==> src/rtl/adc_avg_filter.sv <==
// adc_avg_filter: moving average over the last 2^LOG2_DEPTH ADC samples,
// with peak hold and a hysteretic over-range alarm.
module adc_avg_filter #(
  parameter int DATA_W     = 12,
  parameter int LOG2_DEPTH = 3
) (
  input  logic              iCLK,
  input  logic              iRST,
  input  logic [DATA_W-1:0] iSAMPLE,
  input  logic              iSAMPLE_VALID,
  input  logic              iCLR,
  input  logic [DATA_W-1:0] iTHRESH_HI,
  input  logic [DATA_W-1:0] iTHRESH_LO,
  output logic [DATA_W-1:0] oAVG,
  output logic              oAVG_VALID,
  output logic              oFILLED,
  output logic [DATA_W-1:0] oPEAK,
  output logic              oALARM
);

  localparam int DEPTH = 1 << LOG2_DEPTH;
  localparam int SUM_W = DATA_W + LOG2_DEPTH;
  localparam int CNT_W = LOG2_DEPTH + 1;
  localparam logic [CNT_W-1:0] FULL = CNT_W'(DEPTH);

  logic [DATA_W-1:0]     mem [DEPTH];
  logic [LOG2_DEPTH-1:0] wptr;
  logic [CNT_W-1:0]      fcnt;
  logic [CNT_W-1:0]      fcnt_nxt;
  logic [SUM_W-1:0]      sum;
  logic [SUM_W-1:0]      sum_nxt;
  logic                  accept;

  // Next-state values for one accepted sample; clear overrides a coincident strobe.
  always_comb begin
    accept   = iSAMPLE_VALID & ~iCLR;
    fcnt_nxt = (fcnt == FULL) ? FULL : fcnt + CNT_W'(1);
    sum_nxt  = sum + SUM_W'(iSAMPLE) - SUM_W'(mem[wptr]);
  end

  // Circular sample buffer; entries are zeroed so the running sum stays exact after a flush.
  always_ff @(posedge iCLK or posedge iRST) begin
    if (iRST) begin
      for (int i = 0; i < DEPTH; i++) mem[i] <= '0;
    end else if (iCLR) begin
      for (int i = 0; i < DEPTH; i++) mem[i] <= '0;
    end else if (accept) begin
      mem[wptr] <= iSAMPLE;
    end
  end

  // Window bookkeeping: pointer, fill count, running sum, peak.
  always_ff @(posedge iCLK or posedge iRST) begin
    if (iRST) begin
      wptr    <= '0;
      fcnt    <= '0;
      sum     <= '0;
      oPEAK   <= '0;
      oFILLED <= 1'b0;
    end else if (iCLR) begin
      wptr    <= '0;
      fcnt    <= '0;
      sum     <= '0;
      oPEAK   <= '0;
      oFILLED <= 1'b0;
    end else if (accept) begin
      wptr    <= wptr + LOG2_DEPTH'(1);
      fcnt    <= fcnt_nxt;
      sum     <= sum_nxt;
      oFILLED <= (fcnt_nxt == FULL);
      if (iSAMPLE > oPEAK) oPEAK <= iSAMPLE;
    end
  end

  // Average publish: only once the window is full; oAVG holds through warm-up and clear.
  always_ff @(posedge iCLK or posedge iRST) begin
    if (iRST) begin
      oAVG       <= '0;
      oAVG_VALID <= 1'b0;
    end else begin
      oAVG_VALID <= 1'b0;
      if (accept && (fcnt_nxt == FULL)) begin
        oAVG       <= sum_nxt[SUM_W-1:LOG2_DEPTH];
        oAVG_VALID <= 1'b1;
      end
    end
  end

  // Alarm evaluated the cycle after each average pulse; a clear cancels that evaluation.
  always_ff @(posedge iCLK or posedge iRST) begin
    if (iRST) begin
      oALARM <= 1'b0;
    end else if (iCLR) begin
      oALARM <= 1'b0;
    end else if (oAVG_VALID) begin
      if (oAVG > iTHRESH_HI)      oALARM <= 1'b1;
      else if (oAVG < iTHRESH_LO) oALARM <= 1'b0;
    end
  end

endmodule

==> config.mk <==
export PLATFORM = sky130hd
export DESIGN_NAME = adc_avg_filter
export DESIGN_NICKNAME = d
export VERILOG_FILES = /design/src/rtl/adc_avg_filter.sv
export SDC_FILE = /design/constraint.sdc
export NUM_CORES = 1
export LEC_CHECK = 0
export BUFFER_PORTS_ARGS = -buffer_cell sky130_fd_sc_hd__buf_2
export CAP_MARGIN = 10
export CORE_ASPECT_RATIO = 1.4
export CORE_MARGIN = 5
export CORE_UTILIZATION = 55
export DETAILED_ROUTE_END_ITERATION = 8
export PLACE_DENSITY_LB_ADDON = 0.2
export SLEW_MARGIN = 20
export SYNTH_ARGS = -nofsm -noshare
export SYNTH_HDL_FRONTEND = slang
export SYNTH_SLANG_ARGS = --single-unit
export TNS_END_PERCENT = 1
==> constraint.sdc <==
create_clock -name iCLK -period 5.5 [get_ports iCLK]
set_input_delay 1.65 -clock iCLK [delete_from_list [all_inputs] [get_ports iCLK]]
set_output_delay 1.65 -clock iCLK [all_outputs]
set_load 0.03 [all_outputs]
* After elaboration in Yosys (flattened, before gate mapping) *
Index checks and enable logic that the tools add are counted.

storage, ports and cells
  register bits after elaboration = 145

cells by class
  add/sub/neg operators = 4
  order comparisons = 5
  eq/ne operators = 2
  muxes and demuxes = 25
  bitwise operators = 3
  reduce and logical (&&, ||, !) cells = 8

operators by type and width
  kind                                                        count
  2-to-1 mux 96 bit                                           2
  bitwise mux 96 bit                                          1
  2-to-1 mux 12 bit                                           6
  binary-select mux 12 bit (select 3 bit)                     1
  demux 12 bit (select 3 bit)                                 1
  2-to-1 mux 15 bit                                           2
  greater-than comparator 12 bit                              2
  adder 15 x 12 -> 15 bit                                     1
  subtractor 15 x 12 -> 15 bit                                1
  less-than comparator 12 bit                                 1
  2-to-1 mux 4 bit                                            3
  == test 4 bit, second input constant                        2
  2-to-1 mux 1 bit                                            7
  2-to-1 mux 3 bit                                            2
  nonzero test 2 bit                                          3
  adder 4 x 1 -> 4 bit, second input constant                 1
  >= comparator 4 bit, second input constant                  1
  less-than comparator 4 x 1 -> 1 bit, second input constant  1
  NOT 3 -> 4 bit                                              1
  AND reduction 2 bit                                         2
  adder 3 x 1 -> 3 bit, second input constant                 1
  nonzero test 3 bit                                          1
  logical AND 1 bit                                           2
  bitwise AND 1 bit                                           1
  NOT 1 bit                                                   1

* Depth between registers and ports, before layout *
Gate-level depths: netlist (run 1).

  depth in word-level cells = 8
  gate-level depth with buffers = 17
  depth with buffers taken out = 15

* Worst setup path after synthesis (run 1) *
Ideal clock, no wire load.

  kind = input to register
  start = input iSAMPLE[1]
  end = register sum[14]
  library setup time = 128 ps
  arrival = 4170 ps
  setup slack = 1203 ps
  stages on the path = 11
  path buffers = 1
  path through = clkbuf_1 > inv_1 > fa_1 > inv_1 > fa_1 > a21oi_2 > o211a_1 > o31ai_4 > o22ai_2 > mux2i_1 > mux2_1

between the ends
  word-level cells in the longest chain between the ends = 4

RTL lines
  element                       RTL line  source
  start: declaration            9         input logic [DATA_W-1:0] iSAMPLE,
  adder 15 x 12 -> 15 bit       38        sum_nxt = sum + SUM_W'(iSAMPLE) - SUM_W'(mem[wptr]);
  subtractor 15 x 12 -> 15 bit  38
  2-to-1 mux 15 bit             66        end else if (accept) begin
  2-to-1 mux 15 bit             60        end else if (iCLR) begin
  end signal: assignment        69        sum <= sum_nxt;
  end: declaration              30        logic [SUM_W-1:0] sum;

No other way between the ends. The select of a mux whose other input is x is not followed.
A chain may end at the register's enable or synchronous reset.

* Worst setup path in the final report (run 1) *
  start = register wptr[2]
  end = register sum[14]

between the ends
  word-level cells in the longest chain between the ends = 7

RTL lines
  element                                                RTL line  source
  start: declaration                                     27        logic [LOG2_DEPTH-1:0] wptr;
  start signal: assignment                               67        wptr <= wptr + LOG2_DEPTH'(1);
  NOT 3 -> 4 bit (not written as such)                   38
  binary-select mux 12 bit (select 3 bit)                38
  2-to-1 mux 12 bit (not written as such) (2 in series)  38
  subtractor 15 x 12 -> 15 bit                           38
  2-to-1 mux 15 bit                                      66
  2-to-1 mux 15 bit                                      60

No other way between the ends. The select of a mux whose other input is x is not followed.

==> out/results.md, run 1 <==
Logic synthesis
* biggest area consumer among synthesized cells: sky130_fd_sc_hd__dfrtp_1
* Mapped Nets: 1098
* Async SR Flop Fraction: 100.0%
* register bit count reported by yosys: 145
* cell with the most instances after synthesis: sky130_fd_sc_hd__nand2_1
* share of synthesized area occupied by flip-flops and latches: 41.00%
* top cells by area in the synthesized netlist: sky130_fd_sc_hd__dfrtp_1 (41%), sky130_fd_sc_hd__nand2_1 (9.2%), sky130_fd_sc_hd__ha_1 (7.5%)
* most numerous cell types in the synthesized netlist: sky130_fd_sc_hd__nand2_1 (217), sky130_fd_sc_hd__dfrtp_1 (145), sky130_fd_sc_hd__a21oi_1 (121)
* number of unique standard cell types used by synthesis: 64
* Yosys Warn Count: 0
* number of standard cells after synthesis: 993
* number of enable-type register cells in the synthesized netlist: 0
* post-synthesis cell area: 8850 um^2
* share of the synthesized area in the top cell type: 41.00%
* most used flip-flop cell after synthesis: sky130_fd_sc_hd__dfrtp_1
* mean area per synthesized cell: 8.912 um^2

Detailed routing
* number of routed nets with antenna violations: 0
* DR DRC count: 0
* final WL: 23490 um
* drt pass-1 iters: 5
* Initial DRC Count: 566
* detail-routed net length per standard cell: 19.03 um
* post-DR vias/cell: 5.818
* vias after detailed routing: 7179

Layout
* area added between synthesis and finish: 12.12%
* Layout fillers: 1402
* Layout Nets: 1127
* Antenna Cells: 0
* ratio of cells with drive above 1 in the final layout: 15.17%

Power and ir drop
* sequential share of power: 31.1%
* total power per unit cell area: 384.6 nW/um^2
* internal cell power: 2483 uW
* Static Leakage: 0.004681 uW
* overall power consumption: 3816 uW
* peak supply drop: 0.0002018 V
* Sw Pwr: 1333 uW
* switching power as a share of total power: 34.93%
* part of the total power dissipated in combinational logic: 35.3%
* portion of total power attributed to the clock network: 33.6%

Timing
* RSZ-0062 raised after global routing: no
* Max Fclk: 225.6 MHz
* slew at the pin closest to its max-slew limit: 1.187 ns
* setup TNS after final layout: 0 ns
* Worst Clk Skew: 0.01162 ns
* Final Slew Violations: 0
* Rel. slew slack: 20.55%
* final period utilization: 80.58%
* number of failing setup endpoints in the final timing report: 0
* worst hold slack across all endpoints: 0.4883 ns
* count of endpoints failing hold in the final timing report: 0
* final critical path time including I/O delays and setup: 4.432 ns

Clocking
* number of buffers inserted for hold repair after clock tree synthesis: 0
* CTS tree: built
* count of buffers added by post-CTS timing repair for setup: 0
* number of resized instances in the post-cts repair step: 0
* buffer type at the clock tree root: sky130_fd_sc_hd__clkbuf_16
* clock-pin slew on the worst setup and hold paths: 0.06 ns
* maximum buffer depth of the clock tree: 2
* clock latency on the worst-skew pair: 0.43 ns
* number of sinks driven by the clock tree: 145
* Inserted Clock Buffers: 17
* CTS H-tree lvls: 4

Flow run
* total of max-cap violations: 0

Die
* effective utilization at floorplan: 55.43%
* die extent in y: 160.1 um
* number of top-level pins: 67
* core area: 15970 um^2
* Die Footprint: 18760 um^2
* floorplan row count: 55
* Die X-Extent: 117.2 um

Critical path
* worst reg2reg path depth: 13
* source of the worst register-to-register timing path: wptr[2]$_DFFE_PP0P_
* element type at the critical path end: register
* Reg2Reg Setup Slack: 1.07 ns
* cell chain of the critical path: buf_12 -> mux2_2 -> a221oi_1 -> o22ai_1 -> fa_1 -> inv_1 -> ha_1 -> nand2_2 -> o211a_1 -> o31ai_4 -> o22ai_2 -> mux2i_1 -> mux2_1
* Reg-to-Reg End: sum[14]$_DFFE_PP0P_
* crit-path leading delay family: compound AO/OA/AOI/OAI gates
* Worst Path Required: 5.81 ns
* max incr delay on CP: 0.80 ns
* slowest library cell on the worst path: sky130_fd_sc_hd__dfrtp_1
* critical path peak fanout: 26
* type of element launching the critical path: register
* path type of the worst setup path: reg -> reg
* critical path data arrival time: 4.74 ns
* Crit path buffers/inverters: 2

Worst hold path
* Hold Path Cell Cnt: 1
* Hold Startpoint: oFILLED$_DFFE_PP0P_
* Hold EP: oFILLED$_DFFE_PP0P_
* Hold Path Class: reg -> reg

Global routing
* largest net degree at the start of global routing: 104
* Total Routing Usage GR: 26.33%
* first-pass GRT wire length: 37740 um
* via count of the first global-routing pass: 7177
* initial antenna violation count: 0
* final global-route overflow total: 0

Place
* input/output buffers: 66
* routability cong.: 0.8766
* HPWL reported at the end of detailed placement: 15750 um

Status
* status: complete, no violations

## placed cells by master, fill, tap and decap left out, types with 7 or more instances in the layout
cell,n
sky130_fd_sc_hd__mux2i_1,34
sky130_fd_sc_hd__a21oi_1,121
sky130_fd_sc_hd__nand3_1,9
sky130_fd_sc_hd__nor2_1,41
sky130_fd_sc_hd__clkbuf_16,17
sky130_fd_sc_hd__xnor2_1,10
sky130_fd_sc_hd__nand2b_1,31
sky130_fd_sc_hd__xor2_1,7
sky130_fd_sc_hd__a21o_1,17
sky130_fd_sc_hd__nor2b_1,9
sky130_fd_sc_hd__o21ai_0,19
sky130_fd_sc_hd__nand4_1,11
sky130_fd_sc_hd__buf_4,7
sky130_fd_sc_hd__ha_1,53
sky130_fd_sc_hd__buf_2,65
sky130_fd_sc_hd__mux2_2,23
sky130_fd_sc_hd__nand2_1,217
sky130_fd_sc_hd__fa_1,12
sky130_fd_sc_hd__inv_1,87
sky130_fd_sc_hd__dfrtp_1,145
## worst max path at each step
stage / from / to / slack (ns) / cells past startpoint
finish: wptr[2]$_DFFE_PP0P_ / sum[14]$_DFFE_PP0P_ / 1.07 / 13
detailed placement: iSAMPLE[1] / sum[14]$_DFFE_PP0P_ / 1.01 / 11
CTS: wptr[2]$_DFFE_PP0P_ / sum[14]$_DFFE_PP0P_ / 1.12 / 13
global placement: iSAMPLE[1] / sum[14]$_DFFE_PP0P_ / 1.05 / 11
floorplan: iSAMPLE[1] / sum[14]$_DFFE_PP0P_ / 1.20 / 11
global route: wptr[2]$_DFFE_PP0P_ / oAVG[8]$_DFFE_PP0P_ / 0.93 / 13
## power groups by stage
| stage | logic, uW | clock network (uW) | registers [uW] |
|---|---|---|---|
| finish | 1340 | 1280 | 1190 |
| global route | 1500 | 1340 | 1200 |
| CTS | 1350 | 1300 | 1190 |
| detailed placement | 1330 | 0 | 1210 |
| global placement | 1320 | 0 | 1210 |
| floorplan | 1030 | 0 | 1220 |
## through the flow
step	setup WS, ns	util, %	std cells	cell area [um^2]
after floorplan	1.203	-	993	8853
after global placement	1.050	57.89	1201	9243
after detailed placement	1.014	57.89	1201	9243
after CTS	1.118	61.97	1233	9894
after global routing	0.9340	62.15	1234	9922
final	1.068	62.15	1234	9922
## state kept, by name, summed over array words and instances (netlist names)
name	count
fcnt	4
mem	96
oALARM	1
oAVG	12
oAVG_VALID	1
oFILLED	1
oPEAK	12
sum	15
wptr	3
## layer usage
layer / global-route usage (%) / vias to the layer above / part of all wire [%]
met3: 4.435 / 82 / 6.3
met1: 31.62 / 3442 / 38
met2: 42.71 / 277 / 49
met4: 17.06 / 0 / 6.1
met5: 0 / - / 0
li1: - / 3378 / -
## kinds of logic after synthesis
group | synth area share (%)
adders and majority gates | 10.21
DFF | 41.00
AOI/OAI and AO/OA | 14.69
muxes | 8.426
buffers and inverters | 7.097
xor gates and xnor gates | 1.937
and+or+nand+nor | 16.64
## area by class of cell
class,instances,area [um^2],area share [%]
timing repair buffer,76,457.9,4.615
clock buffer,20,456.7,4.603
inverter,88,334.1,3.367
sequential,145,3628,36.57
tap,199,249.0,2.509
multi-input combinational,694,4601,46.37
clock inverter,12,195.2,1.967
Power figures use the tool's default switching activity.
==> run 2: changes to the inputs <==
--- a/config.mk
+++ b/config.mk
@@ -5,6 +5,7 @@
 export SDC_FILE = /design/constraint.sdc
 export NUM_CORES = 1
 export LEC_CHECK = 0
+export ABC_AREA = 1
 export BUFFER_PORTS_ARGS = -buffer_cell sky130_fd_sc_hd__buf_2
 export CAP_MARGIN = 10
 export CORE_ASPECT_RATIO = 1.4
==> constraint.sdc (replaced) <==
create_clock -name iCLK -period 3.6 [get_ports iCLK]
set_input_delay 1.08 -clock iCLK [delete_from_list [all_inputs] [get_ports iCLK]]
set_output_delay 1.08 -clock iCLK [all_outputs]
set_load 0.03 [all_outputs]
==> out/results.md, run 2 <==
Logic synthesis
* top cells by area in the synthesized netlist: sky130_fd_sc_hd__dfrtp_1 (44%), sky130_fd_sc_hd__inv_1 (8.8%), sky130_fd_sc_hd__ha_1 (8.1%)
* number of standard cells after synthesis: 983
* Yosys Warn Count: 0
* number of enable-type register cells in the synthesized netlist: 0
* share of synthesized area occupied by flip-flops and latches: 44.26%
* post-synthesis cell area: 8198 um^2
* most numerous cell types in the synthesized netlist: sky130_fd_sc_hd__inv_1 (193), sky130_fd_sc_hd__nand2_1 (164), sky130_fd_sc_hd__dfrtp_1 (145)
* Mapped Nets: 1088
* register bit count reported by yosys: 145
* mean area per synthesized cell: 8.340 um^2
* cell with the most instances after synthesis: sky130_fd_sc_hd__inv_1
* Async SR Flop Fraction: 100.0%
* share of the synthesized area in the top cell type: 44.26%
* number of unique standard cell types used by synthesis: 39
* most used flip-flop cell after synthesis: sky130_fd_sc_hd__dfrtp_1
* biggest area consumer among synthesized cells: sky130_fd_sc_hd__dfrtp_1

Clocking
* CTS tree: built
* clock-pin slew on the worst setup and hold paths: 0.06 ns
* number of sinks driven by the clock tree: 145
* clock latency on the worst-skew pair: 0.42 ns
* buffer type at the clock tree root: sky130_fd_sc_hd__clkbuf_16
* Inserted Clock Buffers: 17
* maximum buffer depth of the clock tree: 2
* CTS H-tree lvls: 4

Detailed routing
* number of routed nets with antenna violations: 0
* Initial DRC Count: 723
* final WL: 22810 um
* drt pass-1 iters: 6
* DR DRC count: 0
* post-DR vias/cell: 5.708
* vias after detailed routing: 7243
* detail-routed net length per standard cell: 17.97 um

Layout
* Antenna Cells: 0
* number of flip-flops in the largest register: 96
* Largest Register: mem
* Layout Nets: 1173
* most used cells in the layout excluding fill and tap cells: sky130_fd_sc_hd__inv_1 (191), sky130_fd_sc_hd__nand2_1 (164), sky130_fd_sc_hd__dfrtp_1 (143), sky130_fd_sc_hd__nand3_1 (97), sky130_fd_sc_hd__o22ai_1 (79)
* ratio of cells with drive above 1 in the final layout: 13.70%
* area added between synthesis and finish: 15.48%
* Largest regs: mem x96, sum x15
* most common cell after layout, fill and taps aside: sky130_fd_sc_hd__inv_1

Global routing
* via count of the first global-routing pass: 7187
* Total Routing Usage GR: 26.95%
* final global-route overflow total: 0
* first-pass GRT wire length: 36890 um
* initial antenna violation count: 0
* largest net degree at the start of global routing: 47

Timing
* Final Slew Violations: 0
* slew at the pin closest to its max-slew limit: 0.7735 ns
* setup TNS after final layout: 0 ns
* number of failing setup endpoints in the final timing report: 0
* final critical path time including I/O delays and setup: 3.412 ns
* Max Fclk: 293.0 MHz
* final period utilization: 94.79%
* RSZ-0062 raised after global routing: no
* count of endpoints failing hold in the final timing report: 0
* Rel. slew slack: 48.31%
* Worst Clk Skew: 0.01399 ns

Place
* input/output buffers: 66
* HPWL reported at the end of detailed placement: 17370 um
* routability cong.: 0.9665

Flow run
* total of max-cap violations: 0

Power and ir drop
* overall power consumption: 5401 uW
* total power per unit cell area: 570.5 nW/um^2
* Static Leakage: 0.004858 uW
* peak supply drop: 0.0003148 V

Critical path
* source of the worst register-to-register timing path: wptr[1]$_DFFE_PP0P_
* critical path peak fanout: 9
* path type of the worst setup path: reg -> reg
* critical path data arrival time: 3.67 ns
* Worst Path Required: 3.86 ns
* Reg-to-Reg End: sum[12]$_DFFE_PP0P_
* type of element launching the critical path: register
* Reg2Reg Setup Slack: 0.19 ns
* worst reg2reg path depth: 15
* element type at the critical path end: register

Worst hold path
* Hold EP: oALARM$_DFFE_PP0P_
* Hold Startpoint: oALARM$_DFFE_PP0P_
* Hold Path Class: reg -> reg
* Hold Path Cell Cnt: 2

Die
* die extent in y: 154.5 um
* floorplan row count: 52
* number of top-level pins: 67
* effective utilization at floorplan: 56.25%
* Die Footprint: 17480 um^2
* Die X-Extent: 113.2 um
* core area: 14570 um^2

Status
* status: complete, no violations

-- run 2: cell count changes after synthesis, moves of 31 or more --
| cell | previous run | this run |
|---|---|---|
| sky130_fd_sc_hd__clkbuf_1 | 43 | 10 |
| sky130_fd_sc_hd__nand2b_1 | 31 | 0 |
| sky130_fd_sc_hd__a21oi_1 | 121 | 30 |
| sky130_fd_sc_hd__inv_1 | 88 | 193 |
| sky130_fd_sc_hd__mux2i_1 | 34 | 0 |
| sky130_fd_sc_hd__nand2_1 | 217 | 164 |
| sky130_fd_sc_hd__o21ai_0 | 19 | 66 |
| sky130_fd_sc_hd__nand3_1 | 9 | 97 |
| sky130_fd_sc_hd__o22ai_1 | 1 | 79 |
-- run 2: metrics by stage --
step | instance area (um^2) | setup WS, ns | util [%] | hold slack (ns) | std cells
CTS | 9452 | 0.1496 | 64.85 | 0.4756 | 1268
finish | 9467 | 0.1875 | 64.96 | 0.4772 | 1269
global route | 9467 | 0.0004969 | 64.96 | 0.4954 | 1269
global placement | 8864 | 0.2269 | 60.82 | 0.4612 | 1237
floorplan | 8202 | 0.5605 | - | 0.4491 | 983
detailed placement | 8864 | 0.1623 | 60.82 | 0.4625 | 1237
-- run 2: worst max-delay path by stage --
stage / end / slack, ns / from / depth (start not counted)
2_1_floorplan: sum[10]$_DFFE_PP0P_ / 0.56 / wptr[0]$_DFFE_PP0P_ / 18
3_3_place_gp: oAVG[11]$_DFFE_PP0P_ / 0.23 / iSAMPLE[2] / 14
3_5_place_dp: oAVG[11]$_DFFE_PP0P_ / 0.16 / wptr[0]$_DFFE_PP0P_ / 18
4_1_cts: oAVG[11]$_DFFE_PP0P_ / 0.15 / wptr[0]$_DFFE_PP0P_ / 18
5_1_grt: sum[12]$_DFFE_PP0P_ / 0.0005 / wptr[0]$_DFFE_PP0P_ / 18
6_report: sum[12]$_DFFE_PP0P_ / 0.19 / wptr[1]$_DFFE_PP0P_ / 15
-- run 2: power breakdown --
part	internal, uW	switching (uW)	leakage, uW
logic	632	1220	0.00259
registers	1740	63.9	0.00199
clock network	1050	689	0.000277
-- run 2: timing repair --
item,4_1_cts,5_1_grt
gates resized for setup,0,6
setup buffers,0,1
setup endpoints to repair,0,9
hold buffers,0,0
-- run 2: cell type report --
class                      instances  area, um^2
fill                            1229        5107
timing repair buffer              93       570.5
inverter                         200       757.0
clock buffer                      19       452.9
multi-input combinational        611        3684
sequential                       145        3631
clock inverter                    12       135.1
tap                              189       236.5
-- run 2: cell families (layout without fill, tap and decap cells) --
| group | Yosys count | in the layout | synth area share (%) |
|---|---|---|---|
| adder cells (fa/ha/maj) | 65 | 65 | 11.02 |
| buffers and inverters | 227 | 324 | 10.87 |
| AO/OA/AOI/OAI | 207 | 207 | 14.77 |
| XOR/XNOR | 11 | 11 | 1.267 |
| flip-flops | 145 | 145 | 44.26 |
| AND/OR/NAND/NOR | 328 | 328 | 17.81 |
-- run 2: critical path, cell delays in order (launching register included) --
cell	delay (ns)
sky130_fd_sc_hd__dfrtp_2	0.47
sky130_fd_sc_hd__nor2_1	0.31
sky130_fd_sc_hd__nand2_2	0.24
sky130_fd_sc_hd__inv_1	0.22
sky130_fd_sc_hd__nand2_1	0.10
sky130_fd_sc_hd__nand4_1	0.17
sky130_fd_sc_hd__fa_1	0.44
sky130_fd_sc_hd__inv_1	0.07
sky130_fd_sc_hd__ha_1	0.25
sky130_fd_sc_hd__o21ai_0	0.32
sky130_fd_sc_hd__buf_4	0.19
sky130_fd_sc_hd__inv_1	0.04
sky130_fd_sc_hd__nand3_1	0.11
sky130_fd_sc_hd__nand4_1	0.13
sky130_fd_sc_hd__nand3_1	0.10
sky130_fd_sc_hd__o21ai_0	0.09
-- run 2: per-layer routing --
layer	global-route usage, %	up-vias	wire [um]
li1	-	3434	-
met1	32.22	3452	8680
met2	47.20	295	11800
met3	3.675	62	1351
met4	13.52	0	976
met5	0	-	0
==> run 3: changes to the inputs <==
--- a/config.mk
+++ b/config.mk
@@ -10,9 +10,10 @@
 export CAP_MARGIN = 10
 export CORE_ASPECT_RATIO = 1.4
 export CORE_MARGIN = 5
-export CORE_UTILIZATION = 55
+export CORE_UTILIZATION = 30
 export DETAILED_ROUTE_END_ITERATION = 8
 export PLACE_DENSITY_LB_ADDON = 0.2
+export REMOVE_ABC_BUFFERS = 1
 export SLEW_MARGIN = 20
 export SYNTH_ARGS = -nofsm -noshare
 export SYNTH_HDL_FRONTEND = slang
==> out/results.md, run 3 (synthesis results as in run 2) <==
Layout
* Post-Route Utilization: 36.26%
* Largest Register: mem
* most common cell after layout, fill and taps aside: sky130_fd_sc_hd__inv_1
* most used cells in the layout excluding fill and tap cells: sky130_fd_sc_hd__inv_1 (192), sky130_fd_sc_hd__nand2_1 (164), sky130_fd_sc_hd__dfrtp_1 (143), sky130_fd_sc_hd__nand3_1 (97), sky130_fd_sc_hd__o22ai_1 (79)
* number of flip-flops in the largest register: 96
* area added between synthesis and finish: 19.05%
* filler-free cell count of the finished design: 1452
* Antenna Cells: 0
* FF/Latch Area: 3631 um^2
* Layout fillers: 2792
* ratio of cells with drive above 1 in the final layout: 14.08%
* area occupied by multi-input gates: 3681 um^2
* Largest regs: mem x96, sum x15
* Layout Nets: 1179

Critical path
* critical path peak fanout: 7
* path type of the worst setup path: reg -> reg
* most used cell, CP: sky130_fd_sc_hd__nand3_1
* element type at the critical path end: register
* type of element launching the critical path: register
* cell chain of the critical path: nand3_1 -> inv_2 -> a22oi_1 -> nand3_1 -> fa_1 -> inv_1 -> fa_1 -> nand2_1 -> nand2_1 -> o21ai_0 -> buf_4 -> inv_1 -> nand3_1 -> nand4_1 -> nand3_1 -> o21ai_0
* worst reg2reg path depth: 16
* critical path data arrival time: 3.65 ns
* slowest library cell on the worst path: sky130_fd_sc_hd__fa_1
* Worst Path Required: 3.89 ns
* max incr delay on CP: 0.53 ns

Clocking
* number of buffers inserted for hold repair after clock tree synthesis: 0
* number of sinks driven by the clock tree: 145
* CTS tree: built
* clock-pin slew on the worst setup and hold paths: 0.06 ns
* clock latency on the worst-skew pair: 0.43 ns
* CTS H-tree lvls: 4
* maximum buffer depth of the clock tree: 2
* Inserted Clock Buffers: 17
* buffer type at the clock tree root: sky130_fd_sc_hd__clkbuf_16

Detailed routing
* detail-routed net length per standard cell: 17.24 um
* final WL: 25040 um
* number of routed nets with antenna violations: 0
* drt pass-1 iters: 5
* vias after detailed routing: 6953
* DR DRC count: 0
* post-DR vias/cell: 4.789
* Initial DRC Count: 364

Global routing
* first-pass GRT wire length: 39120 um
* largest net degree at the start of global routing: 62
* Total Routing Usage GR: 16.73%
* initial antenna violation count: 0
* final global-route overflow total: 0
* via count of the first global-routing pass: 7084

Power and ir drop
* peak supply drop: 0.0003138 V
* overall power consumption: 5539 uW
* Static Leakage: 0.004902 uW
* total power per unit cell area: 567.6 nW/um^2

Timing
* number of failing setup endpoints in the final timing report: 0
* RSZ-0062 raised after global routing: yes
* setup TNS after final layout: 0 ns
* Final Slew Violations: 0
* worst hold slack across all endpoints: 0.4843 ns
* slew at the pin closest to its max-slew limit: 0.5979 ns
* Max Fclk: 297.1 MHz
* final critical path time including I/O delays and setup: 3.366 ns
* final period utilization: 93.51%
* Rel. slew slack: 60.09%
* Worst Clk Skew: 0.005835 ns
* count of endpoints failing hold in the final timing report: 0

Die
* Die Footprint: 30780 um^2
* core area: 26920 um^2
* die extent in y: 205.6 um
* Die X-Extent: 149.7 um
* floorplan row count: 71
* effective utilization at floorplan: 30.46%
* number of top-level pins: 67

Place
* routability cong.: 0.8535
* input/output buffers: 66
* HPWL reported at the end of detailed placement: 19170 um
* DP Cell Count: 1419

Worst hold path
* Hold Path Cell Cnt: 2
* Hold Path Class: reg -> reg

Status
* status: complete, no violations

Flow run
* total of max-cap violations: 0

-- run 3: changes by cell type in the layout (fill, tap and decap cells not counted) --
cell,before,now
sky130_fd_sc_hd__clkinvlp_4,5,3
sky130_fd_sc_hd__nor2_1,41,40
sky130_fd_sc_hd__inv_2,5,4
sky130_fd_sc_hd__nor2_2,0,1
sky130_fd_sc_hd__bufinv_16,2,4
sky130_fd_sc_hd__inv_6,1,2
sky130_fd_sc_hd__buf_4,24,31
sky130_fd_sc_hd__nand2_4,2,1
sky130_fd_sc_hd__buf_12,3,2
sky130_fd_sc_hd__clkinv_2,2,1
sky130_fd_sc_hd__inv_1,191,192
sky130_fd_sc_hd__clkbuf_8,2,1
sky130_fd_sc_hd__clkbuf_1,0,2
sky130_fd_sc_hd__nand2_2,3,4
-- run 3: path summary, 6_finish.rpt --
| path | endpoint | start | slack (ns) |
|---|---|---|---|
| max reg2reg | sum[12]$_DFFE_PP0P_ | wptr[1]$_DFFE_PP0P_ | 0.23 |
| max | sum[12]$_DFFE_PP0P_ | wptr[1]$_DFFE_PP0P_ | 0.23 |
| min in group asynchronous | mem[32]$_DFFE_PP0P_ | iRST | 0.67 |
| min | oALARM$_DFFE_PP0P_ | oALARM$_DFFE_PP0P_ | 0.48 |
| max in group asynchronous | wptr[0]$_DFFE_PP0P_ | iRST | 2.11 |
| min reg2reg | oALARM$_DFFE_PP0P_ | oALARM$_DFFE_PP0P_ | 0.48 |
-- run 3: layout make-up --
type                       instances  share of cell area (%)
multi-input combinational        611                   37.72
sequential                       145                   37.21
inverter                         200                   7.769
timing repair buffer              99                   6.179
tap                              365                   4.679
clock buffer                      20                   4.577
clock inverter                    12                   1.872
-- run 3: metal layers --
| metal | global-route usage [%] | vias up | wire (um) |
|---|---|---|---|
| met1 | 19.35 | 3328 | 10150 |
| li1 | - | 3440 | - |
| met3 | 2.291 | 38 | 893 |
| met5 | 0 | - | 0 |
| met4 | 6.900 | 0 | 715 |
| met2 | 30.79 | 147 | 13290 |
-- run 3: what timing repair did --
action	in CTS	in global routing
setup buffers	0	1
setup endpoints to repair	0	18
gates resized for setup	0	5
-- run 3: worst max-delay path: cells and delay by family (launching register included) --
family,cells,cell delay (ns)
buf+inv,4,0.40
fa+ha+maj,2,0.98
compound gates,3,0.42
flops,1,0.48
simple gates,7,0.95
-- run 3: stage by stage --
step           setup slack (ns)  cell area [um^2]
2_1_floorplan            -1.375              8060
4_1_cts                 0.03648              9747
6_report                 0.2337              9759
5_1_grt               -0.002682              9759
3_5_place_dp            0.03536              9117
3_3_place_gp            0.06092              9117
-- run 3: report_power, final --
group          total [uW]  switching (uW)  leakage (uW)  internal [uW]
sequential           1810            66.7       0.00199           1740
clock                1900             717      0.000297           1180
combinational        1830            1190       0.00262            641
total                5540            1970       0.00490           3570
